[src/rtl/syslatch_wr_seq.sv]
// Bus-cycle initiator for the system latch: queues 4-bit register codes and
// replays each one as a timed M68K_ADDR / nBITW1 write, mirroring latch state.
module syslatch_wr_seq #(
  parameter int unsigned FIFO_DEPTH = 4,
  parameter int unsigned SETUP_CYC  = 2,
  parameter int unsigned STROBE_CYC = 4,
  parameter int unsigned HOLD_CYC   = 2
) (
  input  logic                          CLK_24M,
  input  logic                          RESET,
  input  logic                          REQ_VALID,
  input  logic [3:0]                    REQ_CODE,
  output logic                          REQ_READY,
  output logic [3:0]                    M68K_ADDR,
  output logic                          nBITW1,
  output logic                          BUSY,
  output logic                          DONE,
  output logic [$clog2(FIFO_DEPTH):0]   LEVEL,
  output logic [7:0]                    SLATCH_MIRROR
);

  localparam int unsigned PW   = $clog2(FIFO_DEPTH);
  localparam int unsigned LW   = PW + 1;
  localparam int unsigned CMAX = (SETUP_CYC > STROBE_CYC)
                                 ? ((SETUP_CYC > HOLD_CYC) ? SETUP_CYC : HOLD_CYC)
                                 : ((STROBE_CYC > HOLD_CYC) ? STROBE_CYC : HOLD_CYC);
  localparam int unsigned CW   = (CMAX > 1) ? $clog2(CMAX) : 1;

  localparam logic [1:0] S_IDLE   = 2'd0;
  localparam logic [1:0] S_SETUP  = 2'd1;
  localparam logic [1:0] S_STROBE = 2'd2;
  localparam logic [1:0] S_HOLD   = 2'd3;

  // Elaboration-time parameter sanity
  if (FIFO_DEPTH < 2 || (FIFO_DEPTH & (FIFO_DEPTH - 1)) != 0) begin : g_chk_depth
    $error("FIFO_DEPTH must be a power of two and at least 2");
  end
  if (SETUP_CYC < 1) begin : g_chk_setup
    $error("SETUP_CYC must be at least 1");
  end
  if (STROBE_CYC < 1) begin : g_chk_strobe
    $error("STROBE_CYC must be at least 1");
  end
  if (HOLD_CYC < 1) begin : g_chk_hold
    $error("HOLD_CYC must be at least 1");
  end

  logic [3:0]    fifo_mem [FIFO_DEPTH];
  logic [PW-1:0] wr_ptr_q, rd_ptr_q;
  logic [LW-1:0] level_q, level_d;
  logic          ready_q, ready_d;
  logic          busy_q, busy_d;
  logic          push, pop;

  logic [1:0]    state_q, state_d;
  logic [CW-1:0] cnt_q, cnt_d;
  logic [3:0]    addr_q, addr_d;
  logic          nbitw1_q, nbitw1_d;
  logic          done_q, done_d;
  logic [7:0]    mirror_q, mirror_d;

  assign push = REQ_VALID & ready_q;

  // Queue occupancy and registered handshake/status flags
  always_comb begin
    level_d = level_q;
    case ({push, pop})
      2'b10:   level_d = level_q + LW'(1);
      2'b01:   level_d = level_q - LW'(1);
      default: level_d = level_q;
    endcase
    ready_d = (level_d != LW'(FIFO_DEPTH));
    busy_d  = (state_d != S_IDLE) || (level_d != LW'(0));
  end

  // Write sequencer next-state and outputs
  always_comb begin
    state_d  = state_q;
    cnt_d    = cnt_q;
    addr_d   = addr_q;
    nbitw1_d = nbitw1_q;
    done_d   = 1'b0;
    mirror_d = mirror_q;
    pop      = 1'b0;
    case (state_q)
      S_IDLE: begin
        if (level_q != LW'(0)) begin
          pop     = 1'b1;
          addr_d  = fifo_mem[rd_ptr_q];
          cnt_d   = CW'(SETUP_CYC - 1);
          state_d = S_SETUP;
        end
      end
      S_SETUP: begin
        if (cnt_q == CW'(0)) begin
          nbitw1_d = 1'b0;
          cnt_d    = CW'(STROBE_CYC - 1);
          state_d  = S_STROBE;
        end else begin
          cnt_d = cnt_q - CW'(1);
        end
      end
      S_STROBE: begin
        if (cnt_q == CW'(0)) begin
          nbitw1_d              = 1'b1;
          done_d                = 1'b1;
          mirror_d[addr_q[2:0]] = addr_q[3];
          cnt_d                 = CW'(HOLD_CYC - 1);
          state_d               = S_HOLD;
        end else begin
          cnt_d = cnt_q - CW'(1);
        end
      end
      S_HOLD: begin
        if (cnt_q == CW'(0)) begin
          state_d = S_IDLE;
        end else begin
          cnt_d = cnt_q - CW'(1);
        end
      end
      default: state_d = S_IDLE;
    endcase
  end

  // Reset aborts any write in flight and drops queued codes
  always_ff @(posedge CLK_24M) begin
    if (RESET) begin
      state_q  <= S_IDLE;
      cnt_q    <= '0;
      addr_q   <= '0;
      nbitw1_q <= 1'b1;
      done_q   <= 1'b0;
      mirror_q <= '0;
      wr_ptr_q <= '0;
      rd_ptr_q <= '0;
      level_q  <= '0;
      ready_q  <= 1'b1;
      busy_q   <= 1'b0;
    end else begin
      state_q  <= state_d;
      cnt_q    <= cnt_d;
      addr_q   <= addr_d;
      nbitw1_q <= nbitw1_d;
      done_q   <= done_d;
      mirror_q <= mirror_d;
      level_q  <= level_d;
      ready_q  <= ready_d;
      busy_q   <= busy_d;
      if (push) wr_ptr_q <= wr_ptr_q + PW'(1);
      if (pop)  rd_ptr_q <= rd_ptr_q + PW'(1);
    end
  end

  always_ff @(posedge CLK_24M) begin
    if (!RESET && push) fifo_mem[wr_ptr_q] <= REQ_CODE;
  end

  assign REQ_READY     = ready_q;
  assign M68K_ADDR     = addr_q;
  assign nBITW1        = nbitw1_q;
  assign BUSY          = busy_q;
  assign DONE          = done_q;
  assign LEVEL         = level_q;
  assign SLATCH_MIRROR = mirror_q;

endmodule
[config.mk]
export PLATFORM = sky130hd
export DESIGN_NAME = syslatch_wr_seq
export DESIGN_NICKNAME = d
export VERILOG_FILES = /design/src/rtl/syslatch_wr_seq.sv
export SDC_FILE = /design/constraint.sdc
export NUM_CORES = 1
export LEC_CHECK = 0
export ABC_AREA = 1
export BUFFER_PORTS_ARGS = -buffer_cell sky130_fd_sc_hd__buf_2
export CORE_UTILIZATION = 40
export CTS_CLUSTER_SIZE = 28
export DETAILED_ROUTE_END_ITERATION = 6
export HOLD_SLACK_MARGIN = 0.1
export MAX_ROUTING_LAYER = met4
export PLACE_DENSITY = 0.62
export SYNTH_ARGS = -nofsm -noshare
export SYNTH_HDL_FRONTEND = slang
export SYNTH_SLANG_ARGS = --single-unit
[constraint.sdc]
create_clock -name CLK_24M -period 2.5 [get_ports CLK_24M]
set_input_delay 0.125 -clock CLK_24M [delete_from_list [all_inputs] [get_ports CLK_24M]]
set_output_delay 0.125 -clock CLK_24M [all_outputs]
set_load 0.005 [all_outputs]
==> results of run 1 <==
## final timing paths
check                     endpoint  slack (ns)  cells after the start
setup reg to reg         REQ_READY        0.37                      9
hold reg to reg   SLATCH_MIRROR[6]        0.47                      2
setup / recovery         REQ_READY        0.37                      9
hold / removal         rd_ptr_q[1]        0.12                      2
## per-stage QoR
step | area [sq um] | utilization (%)
finish | 2280 | 47.9
global route | 2280 | 47.9
CTS | 2280 | 47.9
detailed placement | 2160 | 45.4
global placement | 2160 | 45.4
floorplan | 1990 | -
## power by group
part	internal, mW	switching, mW
combinational	0.342	0.592
clock	0.186	0.215
sequential	0.856	0.138
## synth_stat cells (all sizes together)
master,instances
or2,1
o21ai,19
buf,5
edfxtp,16
fa,1
nor2,58
inv,29
nand4,2
ha,7
nand3,9
dfxtp,27
nand2,50
nor3,4
a21oi,7
## critical path, stage by stage (launching register included)
cell	delay, ns
dfxtp_1	0.41
inv_1	0.12
a21oi_4	0.26
ha_1	0.26
fa_1	0.43
inv_1	0.06
nand2_1	0.04
nand2_1	0.07
nand2_1	0.07
or2_2	0.30
## layout make-up
| class | count | share of cell area (%) |
|---|---|---|
| repair buffers | 30 | 7.58 |
| clock buffers | 5 | 3.02 |
| flip-flops and latches | 43 | 44.8 |
| inverters | 29 | 5.00 |
| well taps | 67 | 3.68 |
| multi-input cells | 158 | 35.5 |
| clock inverters | 2 | 0.384 |
## sequential cells by signal (all words and copies together) (netlist names)
name           count
wr_ptr_q           2
cnt_q              2
rd_ptr_q           2
LEVEL              3
BUSY               1
DONE               1
fifo_mem          16
SLATCH_MIRROR      8
state_q            2
nBITW1             1
REQ_READY          1
M68K_ADDR          4
## metal layers
layer	GRT usage [%]	vias to the layer above
met5	-	-
met4	5.66	0
met3	4.31	4
met2	24.6	23
met1	18.7	653
li1	-	800
## cells by family (layout without fill, tap and decap cells)
logic type | after synthesis | count (layout)
adder cells (fa/ha/maj) | 8 | 8
AND/OR/NAND/NOR | 124 | 124
flip-flops | 43 | 43
buffers and inverters | 34 | 66
AO/OA/AOI/OAI | 26 | 26
==> results.sh, run 1 <==
export IMPL_routed_wl_met3_um=106
export IMPL_first_iter_violations=81
export IMPL_ir_drop_v=0.000713
export IMPL_synth_top_area_share_pct=27.2
export IMPL_clockBufferDepth=2
export IMPL_ant_nets=0
export IMPL_drc=0
export IMPL_pwr_density_cell_nw_per_um2=1020
export IMPL_grt_max_degree=20
export IMPL_io_pins=26
export IMPL_worstMarginPinSlew_ns=0.409
export IMPL_layout_area_seq_sq_um=1020
export IMPL_routed_top_layer="met4"
export IMPL_yosys_area_top_type="dfxtp_1"
export IMPL_die_height_um=72.5
export IMPL_yosys_mux_area_fraction_pct=0
export IMPL_clock_fmax_mhz=469
export IMPL_path_class="reg -> reg"
export IMPL_synth_seq_cells=43
export IMPL_required_ns=2.67
export IMPL_wl_per_cell_um=10.4
export IMPL_dpl_cell_count=323
export IMPL_wl_met1_um=1730
export IMPL_synth_xor_area_share_pct=0
export IMPL_final_nets=282
export IMPL_hold_buffers=4
export IMPL_setup_tns_ns=0
export IMPL_via_count=1480
export IMPL_critPathArrivalTime_ns=2.30
export IMPL_holdCritStartpoint="RESET"
export IMPL_initial_core_util_pct=41.8
export IMPL_worstSetupStartpointType="flop"
export IMPL_syn_inst=235
export IMPL_maxSlewViolCount=0
export IMPL_vias_per_cell=4.43
export IMPL_dieArea_sq_um=5250
export IMPL_fillers=475
export IMPL_track_usage_pct=15.4
export IMPL_grt_pass1_vias=1385
export IMPL_max_slew_margin_pct=72.6
export IMPL_outcome="finished clean"
export IMPL_firstDrtPassIters=4
export IMPL_port_buffers=25
export IMPL_power_leakage_nw=1.01
export IMPL_grt_pass1_wl_um=5980
export IMPL_preCtsSetupSlack_ns=0.373
export IMPL_finalCritPeriodShare_pct=85.3
export IMPL_crit_path_start="LEVEL[0]"
export IMPL_gr_total_overflow=0
export IMPL_final_hold_violation_count=0
export IMPL_synth_simple_gate_area_share_pct=28.0
export IMPL_synthAdderAreaFrac_pct=5.42
export IMPL_areaGrowthSynthToFinish_pct=14.7
export IMPL_gp_congestion=0.874
export IMPL_finClkSkew_ns=0.00550
export IMPL_clockRootBuffer="clkbuf_8"
export IMPL_die_w_um=72.5
export IMPL_min_path_type="in -> reg"
export IMPL_clkTransAtPathRegs_ns=0.07
export IMPL_synth_compound_area_share_pct=7.30
export IMPL_worstPathMaxFanout=7
export IMPL_clock_latency_ns=0.28
export IMPL_diodes=0
export IMPL_total_power_mw=2.33
export IMPL_netlist_area_sq_um=1990
export IMPL_clock_sinks=43
export IMPL_multiInputGateArea_sq_um=810
export IMPL_cts_tree="done"
export IMPL_ys_warn_count=0
export IMPL_synth_distinct_cells=26
export IMPL_worstSetupEndpointType="flop"
export IMPL_cts_setup_buffers=0
export IMPL_place_detailed_hpwl_um=2520
export IMPL_syn_num_nets=250
export IMPL_cts_htree_levels=2
export IMPL_synthTopCellsByArea="dfxtp_1 (27%), edfxtp_1 (24%), nor2_1 (10%)"
export IMPL_drv_cap=0
export IMPL_coreArea_sq_um=4750
export IMPL_layout_setup_ws_ns=0.368
export IMPL_seq_area_frac_synth_pct=51.4
export IMPL_final_cell_mix="nor2_1 (55), nand2_1 (47), dfxtp_1 (27)"
export IMPL_fin_hold_ws_ns=0.121
export IMPL_postSynthAreaPerCell_sq_um=8.45
export IMPL_final_common_cell="nor2_1"
export IMPL_cts_inserted_buffers=5
export IMPL_drive_gt1_share_pct=18.4
export IMPL_stdcell_count=334
export IMPL_synth_top_family_by_area="simple AND/OR/NAND/NOR gates"
export IMPL_cts_resized=0
export IMPL_met2_length_um=1610
export IMPL_setup_viol=0
export IMPL_antenna_found_initial=0
export IMPL_rows=25
export IMPL_rsz0062_at_grt="no"
export IMPL_r2r_start="LEVEL[0]"
export IMPL_fin_crit_ns=2.13
export IMPL_wirelength_um=3490
Note: power is estimated with default switching activity, not from simulation.
==> run 2, diff against run 1 <==
CORE_UTILIZATION = 56   (was 40)
PLACE_DENSITY = 0.81   (was 0.62)
==> run 2 against run 1 <==
Compared with the run above: final cell count down 5.7%; die area down 28%; non-clock buffer count up 1; clock-buffer cell count up 2; fmax up 0.44%; sequential share of layout area up 0.70 points; routed wire length down 8.0%; critical endpoint unchanged; largest power group unchanged; highest routed layer unchanged.
==> results.sh, run 2 (synthesized netlist as in run 1, its figures left out) <==
export IMPL_areaGrowthSynthToFinish_pct=12.9
export IMPL_final_hold_violation_count=0
export IMPL_wirelength_um=3210
export IMPL_drc=0
export IMPL_layout_setup_ws_ns=0.377
export IMPL_min_path_type="in -> reg"
export IMPL_stdcell_area_sq_um=2240
export IMPL_dieArea_sq_um=3790
export IMPL_worstSetupEndpointType="flop"
export IMPL_cts_setup_buffers=0
export IMPL_cts_inserted_buffers=5
export IMPL_cpMaxStageDelayCell="fa_1"
export IMPL_slowest_delay_ns=0.43
export IMPL_outcome="finished clean"
export IMPL_crit_family="adder cells"
export IMPL_clockBufferDepth=2
export IMPL_worstSetupStartpointType="flop"
export IMPL_final_cell_mix="nor2_1 (55), nand2_1 (47), dfxtp_1 (27)"
export IMPL_fillers=297
export IMPL_placed_area_sq_um=2130
export IMPL_final_nets=283
export IMPL_cp_num_buf_inv=2
export IMPL_ir_drop_v=0.000834
export IMPL_gr_total_overflow=0
export IMPL_grt_max_degree=20
export IMPL_finalCoreUtilization_pct=66.7
export IMPL_maxSlewViolCount=0
export IMPL_rows=21
export IMPL_largest_register="fifo_mem"
export IMPL_wl_per_cell_um=10.2
export IMPL_clkTransAtPathRegs_ns=0.12
export IMPL_cts_htree_levels=2
export IMPL_fin_crit_ns=2.12
export IMPL_drive_gt1_share_pct=18.2
export IMPL_first_iter_violations=48
export IMPL_cts_resized=0
export IMPL_die_height_um=61.6
export IMPL_final_common_cell="nor2_1"
export IMPL_power_leakage_nw=1.00
export IMPL_clockRootBuffer="clkbuf_4"
export IMPL_required_ns=2.75
export IMPL_via_count=1475
export IMPL_finalCritPeriodShare_pct=84.9
export IMPL_vias_per_cell=4.68
export IMPL_critPathArrivalTime_ns=2.37
export IMPL_setup_viol=0
export IMPL_clock_fmax_mhz=471
export IMPL_gp_congestion=0.784
export IMPL_hold_buffers=5
export IMPL_rsz0062_at_grt="no"
export IMPL_worstPathMaxFanout=7
export IMPL_io_pins=26
export IMPL_finClkSkew_ns=0.00577
export IMPL_clock_latency_ns=0.34
export IMPL_ant_nets=0
export IMPL_path_class="reg -> reg"
export IMPL_setup_tns_ns=0
export IMPL_die_w_um=61.6
export IMPL_cp_common_cell="nand2_1"
export IMPL_antenna_found_initial=0
export IMPL_cts_tree="done"
export IMPL_place_detailed_hpwl_um=2350
export IMPL_coreArea_sq_um=3360
export IMPL_firstDrtPassIters=4
export IMPL_largest_reg_flops=16
export IMPL_clock_sinks=43
export IMPL_max_slew_margin_pct=74.7
export IMPL_grt_pass1_vias=1247
export IMPL_grt_pass1_wl_um=5100
export IMPL_diodes=0
export IMPL_drv_cap=0
export IMPL_initial_core_util_pct=59.1
export IMPL_fin_hold_ws_ns=0.147
export IMPL_port_buffers=25
export IMPL_pwr_density_cell_nw_per_um2=1010
export IMPL_path_cells="inv_2, nand2_4, a21oi_4, ha_1, fa_1, inv_1, nand2_1, nand2_1, nand2_1, or2_2"
export IMPL_worstMarginPinSlew_ns=0.379
export IMPL_track_usage_pct=19.4
export IMPL_preCtsSetupSlack_ns=0.393
==> run 2: area by class of cell <==
class | count | area [sq um] | share of cell area [%]
clock inverter | 1 | 3.75 | 0.167
tap | 46 | 57.6 | 2.57
multi-input combinational | 158 | 810 | 36.1
sequential | 43 | 1020 | 45.5
clock buffer | 7 | 55.1 | 2.45
timing repair buffer | 31 | 183 | 8.14
inverter | 29 | 114 | 5.08
==> run 2: report_power, final <==
part	switching, mW	internal (mW)
Clock	0.206	0.135
Combinational	0.603	0.343
Sequential	0.132	0.855
==> run 2: worst min-delay path: cells and delay by family <==
family | cells | cell delay (ns)
AO/OA/AOI/OAI | 1 | 0.09
AND/OR/NAND/NOR | 1 | 0.14
buffers and inverters | 1 | 0.10
==> run 2: final timing paths <==
path	from	cells past startpoint	slack, ns	endpoint
worst max register to register	state_q[1]	10	0.38	REQ_READY
worst max-delay path	state_q[1]	10	0.38	REQ_READY
worst min-delay path	REQ_VALID	3	0.15	wr_ptr_q[1]
worst min register to register	SLATCH_MIRROR[6]	2	0.48	SLATCH_MIRROR[6]
==> run 2: metal layers <==
layer / global-route usage [%] / wire length, um
met4: 10.2 / 65
met1: 24.0 / 1510
met5: - / 0
met2: 30.0 / 1520
met3: 3.99 / 115
==> run 2: metrics by stage <==
stage	cells	power, mW
floorplan	235	1.72
global placement	302	1.91
detailed placement	302	1.93
CTS	315	2.28
global route	315	2.47
finish	315	2.27
==> run 3, diff against run 2 <==
clock period = 2.03 ns   (was 2.5 ns; I/O delays follow)
==> run 3 against run 2 <==
Compared with the run above: final cell count increased by 0.95%; clock-buffer cell count stayed put; register-to-register slack worse by 0.26 ns; worst setup slack got worse by 0.26 ns; sequential power rose by 22%; routed wire length is 4.8% higher; highest routed layer unchanged.
==> results.sh, run 3 (synthesized netlist as in run 1, its figures left out) <==
export IMPL_worstPathMaxFanout=5
export IMPL_pwr_density_cell_nw_per_um2=1270
export IMPL_clkTransAtPathRegs_ns=0.11
export IMPL_grt_pass1_vias=1303
export IMPL_top_usage_layer="met2"
export IMPL_largest_reg_flops=16
export IMPL_areaGrowthSynthToFinish_pct=15.0
export IMPL_required_ns=2.28
export IMPL_holdPathStages=3
export IMPL_rsz0062_at_grt="no"
export IMPL_setup_tns_ns=0
export IMPL_wirelength_um=3360
export IMPL_clock_fmax_mhz=523
export IMPL_final_common_cell="nor2_1"
export IMPL_clockRootBuffer="clkbuf_4"
export IMPL_drive_gt1_share_pct=20.6
export IMPL_outcome="finished clean"
export IMPL_cts_setup_buffers=0
export IMPL_final_cell_mix="nor2_1 (55), nand2_1 (47), inv_1 (26)"
export IMPL_fin_hold_ws_ns=0.167
export IMPL_drc=0
export IMPL_coreArea_sq_um=3360
export IMPL_die_w_um=61.6
export IMPL_min_path_type="in -> reg"
export IMPL_cts_htree_levels=2
export IMPL_cts_inserted_buffers=5
export IMPL_diodes=0
export IMPL_rows=21
export IMPL_worstSetupEndpointType="flop"
export IMPL_cp_num_buf_inv=2
export IMPL_clock_latency_ns=0.36
export IMPL_holdCritStartpoint="REQ_VALID"
export IMPL_port_buffers=25
export IMPL_final_hold_violation_count=0
export IMPL_track_usage_pct=20.1
export IMPL_firstDrtPassIters=4
export IMPL_wl_per_cell_um=10.6
export IMPL_r2r_slack_ns=0.12
export IMPL_finalCritPeriodShare_pct=94.3
export IMPL_finalCoreUtilization_pct=67.9
export IMPL_maxSlewViolCount=0
export IMPL_via_count=1546
export IMPL_first_iter_violations=55
export IMPL_r2r_start="state_q[0]"
export IMPL_place_detailed_hpwl_um=2400
export IMPL_ir_drop_v=0.000853
export IMPL_dieArea_sq_um=3790
export IMPL_layout_area_seq_sq_um=1030
export IMPL_io_pins=26
export IMPL_worstMarginPinSlew_ns=0.376
export IMPL_crit_family="adder cells"
export IMPL_gp_congestion=0.776
export IMPL_worstSetupStartpointType="flop"
export IMPL_r2r_end="REQ_READY"
export IMPL_drv_cap=0
export IMPL_clockBufferDepth=2
export IMPL_vias_per_cell=4.86
export IMPL_cpMaxStageDelayCell="fa_1"
export IMPL_grt_max_degree=20
export IMPL_multiInputGateArea_sq_um=822
export IMPL_power_leakage_nw=1.02
export IMPL_die_height_um=61.6
export IMPL_fillers=287
export IMPL_final_nets=286
export IMPL_path_class="reg -> reg"
export IMPL_total_power_mw=2.90
export IMPL_max_slew_margin_pct=74.9
export IMPL_cp_common_cell="nand2_1"
export IMPL_gr_total_overflow=0
export IMPL_initial_core_util_pct=59.1
export IMPL_grt_pass1_wl_um=5220
export IMPL_r2r_cells=10
export IMPL_holdPathEnd="wr_ptr_q[0]"
export IMPL_ant_nets=0
export IMPL_use_met1_pct=23.8
export IMPL_slowest_delay_ns=0.41
export IMPL_critPathArrivalTime_ns=2.16
export IMPL_largest_register="fifo_mem"
export IMPL_fin_crit_ns=1.91
export IMPL_antenna_found_initial=0
export IMPL_cts_tree="done"
export IMPL_path_cells="inv_4, nand2_4, a21oi_4, ha_4, fa_1, inv_1, nand2_1, nand2_1, nand2_1, or2_2"
export IMPL_finClkSkew_ns=0.0106
export IMPL_setup_viol=0
export IMPL_groute_layer_met3_usage_pct=4.41
export IMPL_clock_sinks=43
export IMPL_met2_usage_pct=32.4
[run 3: worst max-delay path by stage]
stage	from	to	slack [ns]	cells after the start
finish	state_q[0]	REQ_READY	0.12	10
global route	state_q[0]	BUSY	0.04	13
CTS	state_q[0]	REQ_READY	0.05	10
detailed placement	state_q[0]	REQ_READY	0.07	10
global placement	state_q[0]	REQ_READY	0.14	10
floorplan	LEVEL[0]	REQ_READY	0.09	9
[run 3: cell type report]
cell class	instances	share of cell area [%]
Sequential cell	43	45.0
Multi-Input combinational cell	158	36.0
Timing Repair Buffer	34	8.98
Inverter	29	4.98
Tap cell	46	2.52
Clock buffer	7	2.41
Clock inverter	1	0.164
[run 3: report_power, final]
part           total, mW  switching, mW  internal, mW
clock network      0.426          0.260         0.166
registers           1.21          0.149          1.06
logic               1.26          0.777         0.487
[run 3: routing by layer]
metal	vias to the layer above	share of wire (%)
li1	809	-
met1	700	47
met2	30	47
met3	7	3.8
met4	0	2.1
met5	-	0
[run 3: metrics by stage]
stage / cells / cell area [sq um] / setup slack [ns]
5_1_grt: 318 / 2280 / 0.0401
3_3_place_gp: 305 / 2160 / 0.142
6_report: 318 / 2280 / 0.116
2_1_floorplan: 235 / 1990 / 0.0873
3_5_place_dp: 305 / 2160 / 0.0715
4_1_cts: 318 / 2270 / 0.0486
[run 3: timing repair]
| item | CTS | global route |
|---|---|---|
| endpoints found under the setup margin | 0 | 2 |
| gates resized for setup | 0 | 6 |
| hold buffers | 5 | 0 |
| hold endpoints to repair | 23 | 0 |
[run 3: worst min-delay path, stage by stage]
cell and delay, ns:
buf_2 0.11, nand2_1 0.18, a21oi_1 0.09
